==> src/rtl/alu_share_arbiter_if.sv <==
// Bundle of both requester channels and the shared ALU port for alu_share_arbiter.
// valid/ready: a transfer happens on a rising clk edge where both are 1; data is held stable while valid waits.
interface alu_share_arbiter_if #(
    parameter int WIDTH = 32
);
    logic             req0_valid;
    logic             req0_ready;
    logic [2:0]       req0_op;
    logic [WIDTH-1:0] req0_a;
    logic [WIDTH-1:0] req0_b;
    logic             rsp0_valid;
    logic             rsp0_ready;
    logic [WIDTH-1:0] rsp0_z;
    logic             rsp0_zero;
    logic             rsp0_err;

    logic             req1_valid;
    logic             req1_ready;
    logic [2:0]       req1_op;
    logic [WIDTH-1:0] req1_a;
    logic [WIDTH-1:0] req1_b;
    logic             rsp1_valid;
    logic             rsp1_ready;
    logic [WIDTH-1:0] rsp1_z;
    logic             rsp1_zero;
    logic             rsp1_err;

    logic [WIDTH-1:0] alu_a;
    logic [WIDTH-1:0] alu_b;
    logic [2:0]       alu_op;
    logic [WIDTH-1:0] alu_z;
    logic             alu_zero;

    modport slave (
        input  req0_valid, req0_op, req0_a, req0_b, rsp0_ready,
        input  req1_valid, req1_op, req1_a, req1_b, rsp1_ready,
        input  alu_z, alu_zero,
        output req0_ready, rsp0_valid, rsp0_z, rsp0_zero, rsp0_err,
        output req1_ready, rsp1_valid, rsp1_z, rsp1_zero, rsp1_err,
        output alu_a, alu_b, alu_op
    );

    modport master (
        output req0_valid, req0_op, req0_a, req0_b, rsp0_ready,
        output req1_valid, req1_op, req1_a, req1_b, rsp1_ready,
        output alu_z, alu_zero,
        input  req0_ready, rsp0_valid, rsp0_z, rsp0_zero, rsp0_err,
        input  req1_ready, rsp1_valid, rsp1_z, rsp1_zero, rsp1_err,
        input  alu_a, alu_b, alu_op
    );
endinterface

==> src/rtl/alu_share_arbiter.sv <==
// Round-robin sharing of one combinational ALU between two requesters; SETTLE (1..15) sets hold cycles.
// Optional macro ALU_SHARE_OPCHK_EN: opcodes 011/100/101 are flagged illegal and never reach the ALU.
module alu_share_arbiter #(
    parameter int WIDTH  = 32,
    parameter int SETTLE = 1
) (
    input  logic               clk,
    input  logic               rst_n,
    alu_share_arbiter_if.slave bus,
    output logic [1:0]         state_dbg
);
    localparam logic [1:0] IDLE = 2'd0;
    localparam logic [1:0] EXEC = 2'd1;
    localparam logic [1:0] RESP = 2'd2;
    localparam logic [3:0] CNT_LOAD = 4'(SETTLE - 1);

    logic [1:0]       state;
    logic             owner;
    logic             last_grant;
    logic [2:0]       op_q;
    logic [WIDTH-1:0] a_q;
    logic [WIDTH-1:0] b_q;
    logic [WIDTH-1:0] z_q;
    logic             zero_q;
    logic [3:0]       cnt;

    logic             gnt_any;
    logic             gnt_id;
    logic [2:0]       acc_op;
    logic [WIDTH-1:0] acc_a;
    logic [WIDTH-1:0] acc_b;
    logic             rsp_take;
    logic             in_resp;
    logic             v0;
    logic             v1;

`ifdef ALU_SHARE_OPCHK_EN
    logic ill_q;
    logic err_q;
    logic acc_ill;
    assign acc_ill = (acc_op == 3'b011) || (acc_op == 3'b100) || (acc_op == 3'b101);
`endif

    // On a tie the requester that was not served last wins.
    always_comb begin
        gnt_any = 1'b0;
        gnt_id  = 1'b0;
        if (state == IDLE) begin
            if (bus.req0_valid && bus.req1_valid) begin
                gnt_any = 1'b1;
                gnt_id  = ~last_grant;
            end else if (bus.req0_valid) begin
                gnt_any = 1'b1;
                gnt_id  = 1'b0;
            end else if (bus.req1_valid) begin
                gnt_any = 1'b1;
                gnt_id  = 1'b1;
            end
        end
    end

    assign acc_op   = gnt_id ? bus.req1_op : bus.req0_op;
    assign acc_a    = gnt_id ? bus.req1_a  : bus.req0_a;
    assign acc_b    = gnt_id ? bus.req1_b  : bus.req0_b;
    assign rsp_take = owner ? bus.rsp1_ready : bus.rsp0_ready;

    always_ff @(posedge clk) begin
        if (!rst_n) begin
            state      <= IDLE;
            owner      <= 1'b0;
            last_grant <= 1'b1;
            op_q       <= 3'b000;
            a_q        <= '0;
            b_q        <= '0;
            z_q        <= '0;
            zero_q     <= 1'b0;
            cnt        <= 4'd0;
`ifdef ALU_SHARE_OPCHK_EN
            ill_q      <= 1'b0;
            err_q      <= 1'b0;
`endif
        end else begin
            case (state)
                IDLE: begin
                    if (gnt_any) begin
                        owner <= gnt_id;
                        cnt   <= CNT_LOAD;
                        state <= EXEC;
`ifdef ALU_SHARE_OPCHK_EN
                        ill_q <= acc_ill;
                        op_q  <= acc_ill ? 3'b000 : acc_op;
                        a_q   <= acc_ill ? '0 : acc_a;
                        b_q   <= acc_ill ? '0 : acc_b;
`else
                        op_q  <= acc_op;
                        a_q   <= acc_a;
                        b_q   <= acc_b;
`endif
                    end
                end
                EXEC: begin
                    if (cnt != 4'd0) begin
                        cnt <= cnt - 4'd1;
                    end else begin
                        state <= RESP;
`ifdef ALU_SHARE_OPCHK_EN
                        err_q  <= ill_q;
                        z_q    <= ill_q ? '0 : bus.alu_z;
                        zero_q <= ill_q ? 1'b0 : bus.alu_zero;
`else
                        z_q    <= bus.alu_z;
                        zero_q <= bus.alu_zero;
`endif
                    end
                end
                RESP: begin
                    if (rsp_take) begin
                        last_grant <= owner;
                        state      <= IDLE;
                    end
                end
                default: state <= IDLE;
            endcase
        end
    end

    assign in_resp = (state == RESP);
    assign v0      = in_resp & ~owner;
    assign v1      = in_resp & owner;

    assign bus.req0_ready = rst_n & gnt_any & ~gnt_id;
    assign bus.req1_ready = rst_n & gnt_any & gnt_id;

    // Result fields are zero on the port that does not own the response.
    assign bus.rsp0_valid = v0;
    assign bus.rsp1_valid = v1;
    assign bus.rsp0_z     = v0 ? z_q : '0;
    assign bus.rsp1_z     = v1 ? z_q : '0;
    assign bus.rsp0_zero  = v0 & zero_q;
    assign bus.rsp1_zero  = v1 & zero_q;
`ifdef ALU_SHARE_OPCHK_EN
    assign bus.rsp0_err   = v0 & err_q;
    assign bus.rsp1_err   = v1 & err_q;
`else
    assign bus.rsp0_err   = 1'b0;
    assign bus.rsp1_err   = 1'b0;
`endif

    assign bus.alu_a  = a_q;
    assign bus.alu_b  = b_q;
    assign bus.alu_op = op_q;
    assign state_dbg  = state;
endmodule

==> src/flat_wrapper.sv <==
// flat-port wrapper written by rule: the top's interface ports become plain ports
module alu_share_arbiter_flat 
#(
    parameter int WIDTH  = 32,
    parameter int SETTLE = 1
)
  (clk, rst_n, state_dbg, bus_req0_valid, bus_req0_op, bus_req0_a, bus_req0_b, bus_rsp0_ready, bus_req1_valid, bus_req1_op, bus_req1_a, bus_req1_b, bus_rsp1_ready, bus_alu_z, bus_alu_zero, bus_req0_ready, bus_rsp0_valid, bus_rsp0_z, bus_rsp0_zero, bus_rsp0_err, bus_req1_ready, bus_rsp1_valid, bus_rsp1_z, bus_rsp1_zero, bus_rsp1_err, bus_alu_a, bus_alu_b, bus_alu_op);
  alu_share_arbiter_if #(.WIDTH(WIDTH)) bus_i ();
  input  logic clk;
  input  logic rst_n;
  output logic [1:0] state_dbg;
  input wire logic [$bits(bus_i.req0_valid)-1:0] bus_req0_valid;
  input wire logic [$bits(bus_i.req0_op)-1:0] bus_req0_op;
  input wire logic [$bits(bus_i.req0_a)-1:0] bus_req0_a;
  input wire logic [$bits(bus_i.req0_b)-1:0] bus_req0_b;
  input wire logic [$bits(bus_i.rsp0_ready)-1:0] bus_rsp0_ready;
  input wire logic [$bits(bus_i.req1_valid)-1:0] bus_req1_valid;
  input wire logic [$bits(bus_i.req1_op)-1:0] bus_req1_op;
  input wire logic [$bits(bus_i.req1_a)-1:0] bus_req1_a;
  input wire logic [$bits(bus_i.req1_b)-1:0] bus_req1_b;
  input wire logic [$bits(bus_i.rsp1_ready)-1:0] bus_rsp1_ready;
  input wire logic [$bits(bus_i.alu_z)-1:0] bus_alu_z;
  input wire logic [$bits(bus_i.alu_zero)-1:0] bus_alu_zero;
  output wire logic [$bits(bus_i.req0_ready)-1:0] bus_req0_ready;
  output wire logic [$bits(bus_i.rsp0_valid)-1:0] bus_rsp0_valid;
  output wire logic [$bits(bus_i.rsp0_z)-1:0] bus_rsp0_z;
  output wire logic [$bits(bus_i.rsp0_zero)-1:0] bus_rsp0_zero;
  output wire logic [$bits(bus_i.rsp0_err)-1:0] bus_rsp0_err;
  output wire logic [$bits(bus_i.req1_ready)-1:0] bus_req1_ready;
  output wire logic [$bits(bus_i.rsp1_valid)-1:0] bus_rsp1_valid;
  output wire logic [$bits(bus_i.rsp1_z)-1:0] bus_rsp1_z;
  output wire logic [$bits(bus_i.rsp1_zero)-1:0] bus_rsp1_zero;
  output wire logic [$bits(bus_i.rsp1_err)-1:0] bus_rsp1_err;
  output wire logic [$bits(bus_i.alu_a)-1:0] bus_alu_a;
  output wire logic [$bits(bus_i.alu_b)-1:0] bus_alu_b;
  output wire logic [$bits(bus_i.alu_op)-1:0] bus_alu_op;
  assign bus_i.req0_valid = bus_req0_valid;
  assign bus_i.req0_op = bus_req0_op;
  assign bus_i.req0_a = bus_req0_a;
  assign bus_i.req0_b = bus_req0_b;
  assign bus_i.rsp0_ready = bus_rsp0_ready;
  assign bus_i.req1_valid = bus_req1_valid;
  assign bus_i.req1_op = bus_req1_op;
  assign bus_i.req1_a = bus_req1_a;
  assign bus_i.req1_b = bus_req1_b;
  assign bus_i.rsp1_ready = bus_rsp1_ready;
  assign bus_i.alu_z = bus_alu_z;
  assign bus_i.alu_zero = bus_alu_zero;
  assign bus_req0_ready = bus_i.req0_ready;
  assign bus_rsp0_valid = bus_i.rsp0_valid;
  assign bus_rsp0_z = bus_i.rsp0_z;
  assign bus_rsp0_zero = bus_i.rsp0_zero;
  assign bus_rsp0_err = bus_i.rsp0_err;
  assign bus_req1_ready = bus_i.req1_ready;
  assign bus_rsp1_valid = bus_i.rsp1_valid;
  assign bus_rsp1_z = bus_i.rsp1_z;
  assign bus_rsp1_zero = bus_i.rsp1_zero;
  assign bus_rsp1_err = bus_i.rsp1_err;
  assign bus_alu_a = bus_i.alu_a;
  assign bus_alu_b = bus_i.alu_b;
  assign bus_alu_op = bus_i.alu_op;
  alu_share_arbiter #(.WIDTH(WIDTH), .SETTLE(SETTLE)) u_core (.clk(clk), .rst_n(rst_n), .bus(bus_i), .state_dbg(state_dbg));
endmodule
==> config.mk <==
export PLATFORM = sky130hd
export DESIGN_NAME = alu_share_arbiter_flat
export DESIGN_NICKNAME = d
export VERILOG_FILES = /design/src/rtl/alu_share_arbiter_if.sv /design/src/rtl/alu_share_arbiter.sv /design/src/flat_wrapper.sv
export SDC_FILE = /design/constraint.sdc
export NUM_CORES = 1
export LEC_CHECK = 0
export CAP_MARGIN = 20
export CORE_AREA = 2 2 121 123
export CTS_CLUSTER_DIAMETER = 200
export DETAILED_ROUTE_END_ITERATION = 8
export DIE_AREA = 0 0 123 125
export PLACE_DENSITY = 0.79
export REMOVE_ABC_BUFFERS = 1
export SETUP_SLACK_MARGIN = 0.5
export SLEW_MARGIN = 10
export SYNTH_ARGS = -nofsm -noshare
export SYNTH_HDL_FRONTEND = slang
export SYNTH_SLANG_ARGS = --single-unit
==> constraint.sdc <==
create_clock -name clk -period 1.9 [get_ports clk]
set_input_delay 0.285 -clock clk [delete_from_list [all_inputs] [get_ports clk]]
set_output_delay 0.285 -clock clk [all_outputs]
set_load 0.1 [all_outputs]
==> summary.md, run 1 <==
| Metric | Value |
|---|---|
| Status | `finished, violations left` |
| Failing checks | `negative setup slack` |
| Layout cell share with drive strength beyond 1 | `between 50% and 60%` |
| Critical Path End | `bus_rsp0_z[26]` |
| Port Buf Inserts | `about 310` |
| Clk sinks | `108` |
| ANT cells | `0` |
| Layout Skew | `roughly 8 ps` |
| Worst-skew pair later-pin latency | `roughly 350 ps` |
| CTS clk-pin slew, worst paths | `approximately 70 ps` |
| CP top delay family | `simple AND/OR/NAND/NOR gates` |
| RSZ-0062 raised after global routing | `yes` |
| Critical path's slowest cell | `dfxtp_2` |
| Post-Place Worst Slack | `~1.8 ps` |
| Die H | `125 µm` |
| DRC | `0` |
| CP Cell Sequence | `nor2b_4, and2b_4, buf_6, and2_1, buf_12` |
| Post-synth EDFFs | `0` |
| Layout area overhead | `136%` |
| Max-cap viol count | `0` |
| DP Area | `approximately 8900 µm²` |
| WL final | `about 28000 µm` |
| Yosys reg bits | `about 110` |
| Yosys top cell by area | `dfxtp_1` |
| Beginning of the critical path | `u_core.state_dbg[1]$_SDFFE_PN0P_` |
| CTS Hold Buffers Added | `0` |
| Design Area, Final | `12000 µm²` |
| Seq/Total Area, Yosys | `a little over two fifths` |
| Hold Crit Class | `primary input to flip-flop` |
| Hold Startpoint | `bus_req0_a[18]` |
| Peak supply drop | `roughly 0.74 mV` |
| I/O pin count | `about 310` |
| Vias | `6590` |
| R2r setup slk | `about 10 ps` |
| Initial antenna violation count | `0` |
| CTS HTree Levels | `3` |
| Pleak | `4.88 nW` |
| Synth warnings | `0` |
| First-pass GRT wire length | `roughly 33000 µm` |
| Syn avg cell area | `7.80 µm²` |
| R2R cell count | `11` |
| Total CTS buffers | `9` |
| GP Congestion | `~0.8` |
| Stages on worst setup path | `5` |
| Async S/R FF share, synth | `0%` |
| Synth Cell Area | `about 5100 µm²` |
| Post-route setup slack | `-69.4 ps` |
| Core area | `14200 µm²` |
| Die X | `123 µm` |
| Via-to-Cell Ratio | `around 5.5` |
| Crit-path max cell delay | `350 ps` |
| Wirelength per Cell | `23.5 µm` |
| DR iter-0 viols | `386` |
| Vias in the first global route | `between 5000 and 6000` |
| Finish-stage setup viols | `between 40 and 50` |
| FF-to-FF Start | `u_core.state_dbg[1]$_SDFFE_PN0P_` |
| Primary FF master, synth | `dfxtp_1` |
| Tcrit/Tclk final | `104%` |
| Slew of the pin with the lowest slew margin | `approximately 870 ps` |
| Critical Path RT | `~1600 ps` |
| Nets | `between 1000 and 1500` |
| Crit Reg-Reg Endpoint | `u_core.bus.alu_b[19]$_SDFFE_PN0P_` |
| Crit path DAT | `~1700 ps` |
| Tmin final | `slightly below 2000 ps` |
| CTS tree | `built` |
| DP Wirelength | `between 10000 and 15000 µm` |
| Final-report hold violation count | `0` |
| Synth top cells by count | `139 x nand2_1, 108 x dfxtp_1, 99 x a21oi_1, 70 x o21ai_0, 40 x a21oi_2` |
| Top cells by area, synth | `dfxtp_1 43%, nand2_1 10%, a21oi_1 9.7%` |
| Max Clk Rate | `508 MHz` |
| Worst path buffer plus inverter count | `2` |
| CP max FO | `8` |
| Final Util | `approximately 84%` |
| Full die area | `about 15000 µm²` |
| Cell Rows | `between 40 and 50` |
| Slew HR | `between 40% and 50%` |
| Grt ovf | `0` |
| Total track usage | `between 20% and 30%` |
| Final ANT Viol Nets | `0` |
| Largest net degree at the start of global routing | `64` |
| Area share of the largest cell type after synthesis | `42.5%` |
| CP Capture Type | `output pin` |
| Drt first pass iters | `5` |
| Final Max Tran Viols | `0` |
| Setup CP Type | `flip-flop to output pin` |
| Clock tree buffer depth | `2` |
| Root buffer cell | `clkbuf_16` |
| Synth cell types | `32` |
| Initial Util | `35.8%` |
| Synthesized instance count | `652` |
| Startpoint Class | `flip-flop` |
| Count leader, synth | `nand2_1` |
| Pwr/cell area | `869 nW/µm²` |
==> layout make-up <==
type,count,area (µm²)
multi-input cells,482,3950
fillers,705,2210
well taps,184,230
flip-flops and latches,108,2170
clock inverters,1,30.0
clock buffers,14,274
inverters,2,7.51
repair buffers,406,5330
==> cells by family after synthesis <==
group                      synth area share (%)
AOI/OAI and AO/OA                          29.6
and+or+nand+nor                            21.0
DFF                                        42.5
buffers and inverters                      6.10
adders and majority gates                 0.492
muxes                                     0.197
other                                    0.0738
==> worst register-to-register path, cell delays in order (launching register included) <==
cell and delay (ps):
dfxtp_2 350, buf_4 110, buf_6 110, nor2_4 40
buf_6 110, buf_6 100, buf_6 110, buf_6 110
o21ai_4 130, buf_12 370, a21oi_2 110, a21oi_1 160
==> power breakdown <==
group          switching, W  leakage, nW  internal, W
logic               0.00350         3.84      0.00210
clock network      0.000873        0.149      0.00113
registers          0.000268        0.894      0.00256
==> registers in the layout, indices dropped and copies added, names as in the netlist <==
name and cells:
u_core.bus.alu_op 3, u_core.z_q 32, u_core.state_dbg 2, u_core.owner 1, u_core.bus.alu_b 32, u_core.last_grant 1, u_core.bus.alu_a 32, u_core.cnt 4
u_core.zero_q 1
==> metal layers <==
metal,up-vias,track usage (%),wire length [µm]
met2,394,49.6,14300
met5,-,0,0
li1,2946,-,-
met3,103,6.93,2480
met4,0,11.3,1540
met1,3147,32.2,9810
==> repair_timing <==
item / 4_1_cts / 5_1_grt
buffers inserted: 15 / 22
cloned: 19 / 19
pin swaps: 14 / 115
gates resized for setup: 107 / 365
endpoints found under the hold margin: 0 / 0
endpoints found under the setup margin: 175 / 178
==> stage by stage <==
| step | total power (W) | setup TNS (ps) | cells | hold slack [ps] |
|---|---|---|---|---|
| floorplan | 0.00533 | -247770 | 592 | 361 |
| global placement | 0.00654 | 0 | 1107 | 451 |
| detailed placement | 0.00657 | 0 | 1107 | 453 |
| CTS | 0.00919 | 0 | 1156 | 464 |
| global route | 0.0107 | -3540 | 1197 | 496 |
| finish | 0.0104 | -1090 | 1197 | 476 |
==> layout by cell type, fill, tap and decap left out, types with 2 or more instances in the layout <==
cell type	n
and2_1	6
a21boi_1	9
a21boi_2	25
clkbuf_16	26
nor2_1	3
a21oi_2	74
dfxtp_2	3
nand2b_1	2
nor3_2	2
and2_4	30
o21ai_2	44
a21oi_4	21
o21ai_4	15
nor2_4	2
a21oi_1	44
nand2_1	109
nand2_8	2
nand2_4	27
buf_16	18
clkdlybuf4s50_1	169
o21a_1	3
buf_6	21
inv_2	2
clkbuf_8	3
buf_12	87
and3_4	34
o21ai_1	6
conb_1	2
dfxtp_1	104
buf_8	4
clkbuf_1	2
o21ai_0	6
buf_4	87
==> how the worst min path moves through the flow <==
| stage | to | slack [ps] | cells after the start |
|---|---|---|---|
| 6_report | u_core.bus.alu_a[18]$_SDFFE_PN0P_ | 480 | 3 |
| 5_1_grt | u_core.bus.alu_b[30]$_SDFFE_PN0P_ | 500 | 3 |
| 4_1_cts | u_core.bus.alu_a[20]$_SDFFE_PN0P_ | 460 | 3 |
| 3_5_place_dp | u_core.z_q[3]$_SDFFE_PN0P_ | 450 | 2 |
| 3_3_place_gp | u_core.z_q[2]$_SDFFE_PN0P_ | 450 | 2 |
| 2_1_floorplan | u_core.last_grant$_SDFFE_PN1P_ | 360 | 1 |
Note: power is estimated with default switching activity, not from simulation.
==> run 2: changes to the inputs <==
- CORE_AREA: 2 2 121 123 -> 2 2 149 151
- DIE_AREA: 0 0 123 125 -> 0 0 151 153
- GPL_ROUTABILITY_DRIVEN: not set -> 1
- PLACE_DENSITY: 0.79 -> not set
- SKIP_CTS_REPAIR_TIMING: not set -> 1
==> summary.md, run 2 (synthesis gave the netlist of run 1 again) <==
| Metric | Value |
|---|---|
| Status | `finished, violations left` |
| Failing checks | `negative setup slack` |
| DRC | `0 (unchanged)` |
| Pwr/cell area | `870 nW/µm² (about the same)` |
| Total CTS buffers | `9 (unchanged)` |
| Setup CP Type | `flip-flop to output pin` |
| CTS clk-pin slew, worst paths | `80 ps (about the same)` |
| CTS HTree Levels | `3 (unchanged)` |
| Clock tree buffer depth | `2 (unchanged)` |
| CP Cell Sequence | `nor2b_4, and2b_4, clkbuf_16, and2_4, buf_12` |
| Final ANT Viol Nets | `0 (unchanged)` |
| Most frequent cells in the layout | `169 x clkdlybuf4s50_1, 117 x nand2_1, 105 x dfxtp_1` |
| Initial antenna violation count | `1 (+1)` |
| Grt ovf | `0 (unchanged)` |
| Clk sinks | `108 (unchanged)` |
| Max Clk Rate | `525 MHz (+3.5%)` |
| R2R cell count | `8 (-3)` |
| Commonest non-fill, non-tap cell in the layout | `clkdlybuf4s50_1` |
| Post-route setup slack | `-3.55 ps (+65.8 ps)` |
| Via-to-Cell Ratio | `4.72 (-14%)` |
| Initial Util | `23.7% (-12 points)` |
| Hold WS | `355 ps (-120 ps)` |
| CTS tree | `built` |
| GP Congestion | `0.760 (-4.4%)` |
| Worst path buffer plus inverter count | `2 (unchanged)` |
| Max-cap viol count | `0 (unchanged)` |
| Tcrit/Tclk final | `100% (-3.5 points)` |
| Final Max Tran Viols | `0 (unchanged)` |
| CP Capture Type | `output pin` |
| Nets | `1142 (-3.5%)` |
| Hold Path Depth | `2 (-1)` |
| Core area | `21500 µm² (+51%)` |
| Final-report hold violation count | `0 (unchanged)` |
| Worst-skew pair later-pin latency | `350 ps (about the same)` |
| Vias | `5911 (-10%)` |
| Layout area overhead | `102%` |
| Tmin final | `1900 ps (-65.8 ps)` |
| Final instance count without filler cells | `1252 (+4.6%)` |
| Largest net degree at the start of global routing | `52 (-19%)` |
| Vias in the first global route | `5497 (-8.3%)` |
| Full die area | `23100 µm² (+50%)` |
| Fill cells | `2061 (+190%)` |
| WL final | `23200 µm (-18%)` |
| Crit path DAT | `1620 ps (-60 ps)` |
| Hold Crit Class | `primary input to flip-flop` |
| Pleak | `4.30 nW (-12%)` |
| Cell Rows | `54 (+23%)` |
| Critical path's slowest cell | `dfxtp_2` |
| Post-placement cell count | `1204 (+8.8%)` |
| Stages on worst setup path | `5 (unchanged)` |
| First-pass GRT wire length | `29900 µm (-9.9%)` |
| Peak supply drop | `0.523 mV (-29%)` |
| Total track usage | `16.3% (-12 points)` |
| RSZ-0062 raised after global routing | `yes` |
| Startpoint Class | `flip-flop` |
| Crit-path max cell delay | `330 ps (-20 ps)` |
| Drt first pass iters | `4 (-1)` |
| Finish-stage setup viols | `6 (-88%)` |
| I/O pin count | `314 (unchanged)` |
| Layout cell share with drive strength beyond 1 | `35.2% (-18 points)` |
| Root buffer cell | `clkbuf_16` |
| Port Buf Inserts | `311 (unchanged)` |
| CP max FO | `8 (unchanged)` |
| DR iter-0 viols | `185 (-52%)` |
| DP Wirelength | `14200 µm (+9.1%)` |
| Die H | `153 µm (+22%)` |
| Critical Path RT | `1620 ps (about the same)` |
| Layout Skew | `11.0 ps (+2.93 ps)` |
| ANT cells | `0 (unchanged)` |
| CP top delay family | `simple AND/OR/NAND/NOR gates` |
| Wirelength per Cell | `18.5 µm (-21%)` |
| Die X | `151 µm (+23%)` |
==> run 2: cell type report <==
class	instances	area, µm²	area share [%]
repair buffers	363	4470	43.5
multi-input cells	483	3010	29.3
flip-flops and latches	108	2170	21.1
well taps	280	350	3.41
clock buffers	12	246	2.40
clock inverters	4	33.8	0.329
inverters	2	7.51	0.0730
==> run 2: routing by layer <==
metal | share of wire, % | global-route usage, % | up-vias | wire [µm]
met3 | 8.7 | 5.25 | 18 | 2020
li1 | - | - | 2837 | -
met2 | 48 | 27.0 | 278 | 11100
met1 | 42 | 20.4 | 2776 | 9820
met4 | 1.0 | 4.41 | 2 | 233
met5 | 0.056 | 0 | - | 13
==> run 2: worst paths after layout <==
path | startpoint | endpoint | slack (ps)
max | u_core.state_dbg[1]$_SDFFE_PN0P_ | bus_rsp0_z[11] | -4
min | rst_n | u_core.z_q[20]$_SDFFE_PN0P_ | 360
max reg2reg | u_core.state_dbg[1]$_SDFFE_PN0P_ | u_core.bus.alu_op[2]$_SDFFE_PN0P_ | 380
min reg2reg | u_core.z_q[16]$_SDFFE_PN0P_ | u_core.z_q[16]$_SDFFE_PN0P_ | 460
==> run 2: stage by stage <==
step | area (µm²) | setup WS [ps] | setup TNS (ps) | total power (W) | utilization, %
finish | 10300 | -3.55 | -10.1 | 0.00895 | 47.9
global route | 10300 | -74.9 | -1740 | 0.00934 | 47.9
CTS | 9390 | -95.0 | -1920 | 0.00855 | 43.7
detailed placement | 9110 | -66.9 | -1240 | 0.00664 | 42.4
floorplan | 4780 | -2400 | -247770 | 0.00533 | -
global placement | 9110 | -19.2 | -189 | 0.00662 | 42.4
==> run 2: report_power, final <==
part / leakage (nW) / total (W) / internal (W) / switching, W
clock network: 0.133 / 0.00186 / 0.000940 / 0.000920
logic: 3.28 / 0.00435 / 0.00139 / 0.00296
registers: 0.893 / 0.00274 / 0.00256 / 0.000176
==> run 3: changes to the inputs <==
- ABC_AREA: not set -> 1
- CORE_AREA: 2 2 149 151 -> 2 2 155 157
- DIE_AREA: 0 0 151 153 -> 0 0 157 159
==> summary.md, run 3 <==
| Metric | Value |
|---|---|
| Status | `finished, violations left` |
| Failing checks | `negative setup slack` |
| Top cells by area, synth | `dfxtp_1 39%, nor2_1 14%, nand2_1 11%` |
| Synthesized instance count | `882 (+35%)` |
| Commonest non-fill, non-tap cell in the layout | `clkdlybuf4s50_1` |
| Most frequent cells in the layout | `170 x clkdlybuf4s50_1, 149 x nor2_1, 126 x nand2_1` |
| Fill cells | `2165 (+5.0%)` |
| Full die area | `25000 µm² (+8.1%)` |
| Core area | `23200 µm² (+7.9%)` |
| I/O pin count | `314 (unchanged)` |
| Total power | `0.0142 W (+59%)` |
| WL met3 | `2560 µm (+27%)` |
| Async S/R FF share, synth | `0% (unchanged)` |
| Synth top cells by count | `214 x nor2_1, 156 x nand2_1, 112 x inv_1, 108 x dfxtp_1, 74 x nand3_1` |
| Final-report hold violation count | `0 (unchanged)` |
| Pleak | `5.19 nW (+21%)` |
| ANT cells | `0 (unchanged)` |
| Via-to-Cell Ratio | `4.67 (-1.1%)` |
| Count leader, synth | `nor2_1` |
| Final Max Tran Viols | `0 (unchanged)` |
| Post-route setup slack | `-4.87 ps (-1.32 ps)` |
| Vias in the first global route | `6078 (+11%)` |
| Max Clk Rate | `525 MHz (about the same)` |
| CTS tree | `built` |
| Area share of the largest cell type after synthesis | `39.0% (-3.5 points)` |
| Yosys reg bits | `108 (unchanged)` |
| Area of the multi-input gates | `3640 µm² (+21%)` |
| Clk sinks | `108 (unchanged)` |
| Layout area overhead | `114%` |
| WL final | `28100 µm (+21%)` |
| DR WL met2 | `13700 µm (+24%)` |
| Peak supply drop | `0.579 mV (+11%)` |
| Synth warnings | `0 (unchanged)` |
| Tmin final | `1900 ps (+1.32 ps)` |
| First-pass GRT wire length | `32600 µm (+8.9%)` |
| Crit path DAT | `1620 ps (about the same)` |
| Max-cap viol count | `0 (unchanged)` |
| CTS HTree Levels | `3 (unchanged)` |
| DRC | `0 (unchanged)` |
| Finish-stage setup viols | `1 (-5)` |
| Layout Skew | `9.69 ps (-1.35 ps)` |
| CP Capture Type | `output pin` |
| Hold Crit Class | `flip-flop to flip-flop` |
| Top layer in use | `met4` |
| Pwr/cell area | `1200 nW/µm² (+38%)` |
| Layout cell share with drive strength beyond 1 | `34.0% (-1.2 points)` |
| DR iter-0 viols | `342 (+85%)` |
| Syn avg cell area | `6.28 µm² (-19%)` |
| Vias | `7155 (+21%)` |
| Root buffer cell | `clkbuf_16` |
| Tcrit/Tclk final | `100% (about the same)` |
| Initial Util | `23.9% (+0.24 points)` |
| Total CTS buffers | `9 (unchanged)` |
| Grt ovf | `0 (unchanged)` |
| Final Util | `51.1% (+3.3 points)` |
| Die X | `157 µm (+4.0%)` |
| Nets | `1384 (+21%)` |
| Setup CP Type | `flip-flop to output pin` |
| Post-synth EDFFs | `0 (unchanged)` |
| Cell Rows | `56 (+3.7%)` |
| Critical Path RT | `1620 ps (about the same)` |
| Synth cell types | `22 (-31%)` |
| Wirelength per Cell | `18.3 µm (-1.0%)` |
| Die H | `159 µm (+3.9%)` |
| Port Buf Inserts | `311 (unchanged)` |
| Initial antenna violation count | `0 (-1)` |
| Yosys top cell by area | `dfxtp_1` |
| CP max FO | `9 (+1)` |
| Largest net degree at the start of global routing | `71 (+37%)` |
| Worst-skew pair later-pin latency | `350 ps (about the same)` |
| Seq/Total Area, Yosys | `39.0% (-3.5 points)` |
| GP Congestion | `0.773 (+1.6%)` |
| DP Wirelength | `16000 µm (+12%)` |
| Startpoint Class | `flip-flop` |
| Drt first pass iters | `5 (+1)` |
| Met1 Wirelength | `10600 µm (+8.4%)` |
| Synth Cell Area | `5540 µm² (+9.0%)` |
| Primary FF master, synth | `dfxtp_1` |
| Clock tree buffer depth | `2 (unchanged)` |
| RSZ-0062 raised after global routing | `yes` |
| Final ANT Viol Nets | `0 (unchanged)` |
| CTS clk-pin slew, worst paths | `80 ps (about the same)` |
| Reg area | `2170 µm² (unchanged)` |
| Setup TNS | `-4.87 ps (+5.24 ps)` |
| Total track usage | `16.6% (+0.25 points)` |
## run 3: cell types whose count changed after synthesis, sizes merged, moves of 36 or more
cell and change:
nor2 +211, nand4 +67, inv +113, and2 -36, a21oi -103, a21boi -36
o21ai -36, nand3 +74
## run 3: layer usage
layer | vias up | GRT usage, %
met5 | - | 0
li1 | 3425 | -
met2 | 341 | 27.6
met3 | 64 | 6.86
met4 | 0 | 4.92
met1 | 3325 | 19.5
## run 3: cell type report
cell class                      count  share of cell area [%]
Timing Repair Buffer              384                    41.2
Clock inverter                      7                   0.675
Multi-Input combinational cell    591                    30.7
Tap cell                          319                    3.37
Clock buffer                        9                    1.90
Sequential cell                   108                    18.3
Inverter                          115                    3.81
## run 3: cell families after synthesis
logic type | synth area share (%)
AND/OR/NAND/NOR | 39.8
buffers and inverters | 13.8
flip-flops | 39.0
adder cells (fa/ha/maj) | 0.451
other | 0.0677
AO/OA/AOI/OAI | 6.88
## run 3: path summary, 6_finish.rpt
| check | startpoint | end | slack (ps) | depth (start not counted) |
|---|---|---|---|---|
| hold reg to reg | u_core.z_q[6]$_SDFFE_PN0P_ | u_core.z_q[6]$_SDFFE_PN0P_ | 530 | 2 |
| hold / removal | u_core.z_q[6]$_SDFFE_PN0P_ | u_core.z_q[6]$_SDFFE_PN0P_ | 530 | 2 |
| setup / recovery | u_core.state_dbg[0]$_SDFFE_PN0P_ | bus_rsp0_z[6] | -5 | 7 |
| setup reg to reg | u_core.state_dbg[1]$_SDFFE_PN0P_ | u_core.bus.alu_a[6]$_SDFFE_PN0P_ | 170 | 12 |
## run 3: critical path, cell delays in order, from the launching register on
cell     delay, ps
dfxtp_2        330
inv_2           70
nand2_4         70
nor2_4         140
inv_4           80
buf_12         150
nor2_2         190
buf_12         210
## run 3: power by group
group	internal, W	switching, W	total (W)
sequential	0.00288	0.000297	0.00318
combinational	0.00292	0.00614	0.00906
clock	0.00104	0.000961	0.00201
## run 3: stage by stage
step	hold slack, ps	area, µm²	std cells	setup WS [ps]
after global routing	549	11900	1533	-68.5
final	533	11900	1533	-4.87
after global placement	463	9630	1471	-67.5
after detailed placement	470	9630	1471	-88.9
after floorplan	384	5210	814	-3290
after CTS	483	9940	1487	-242
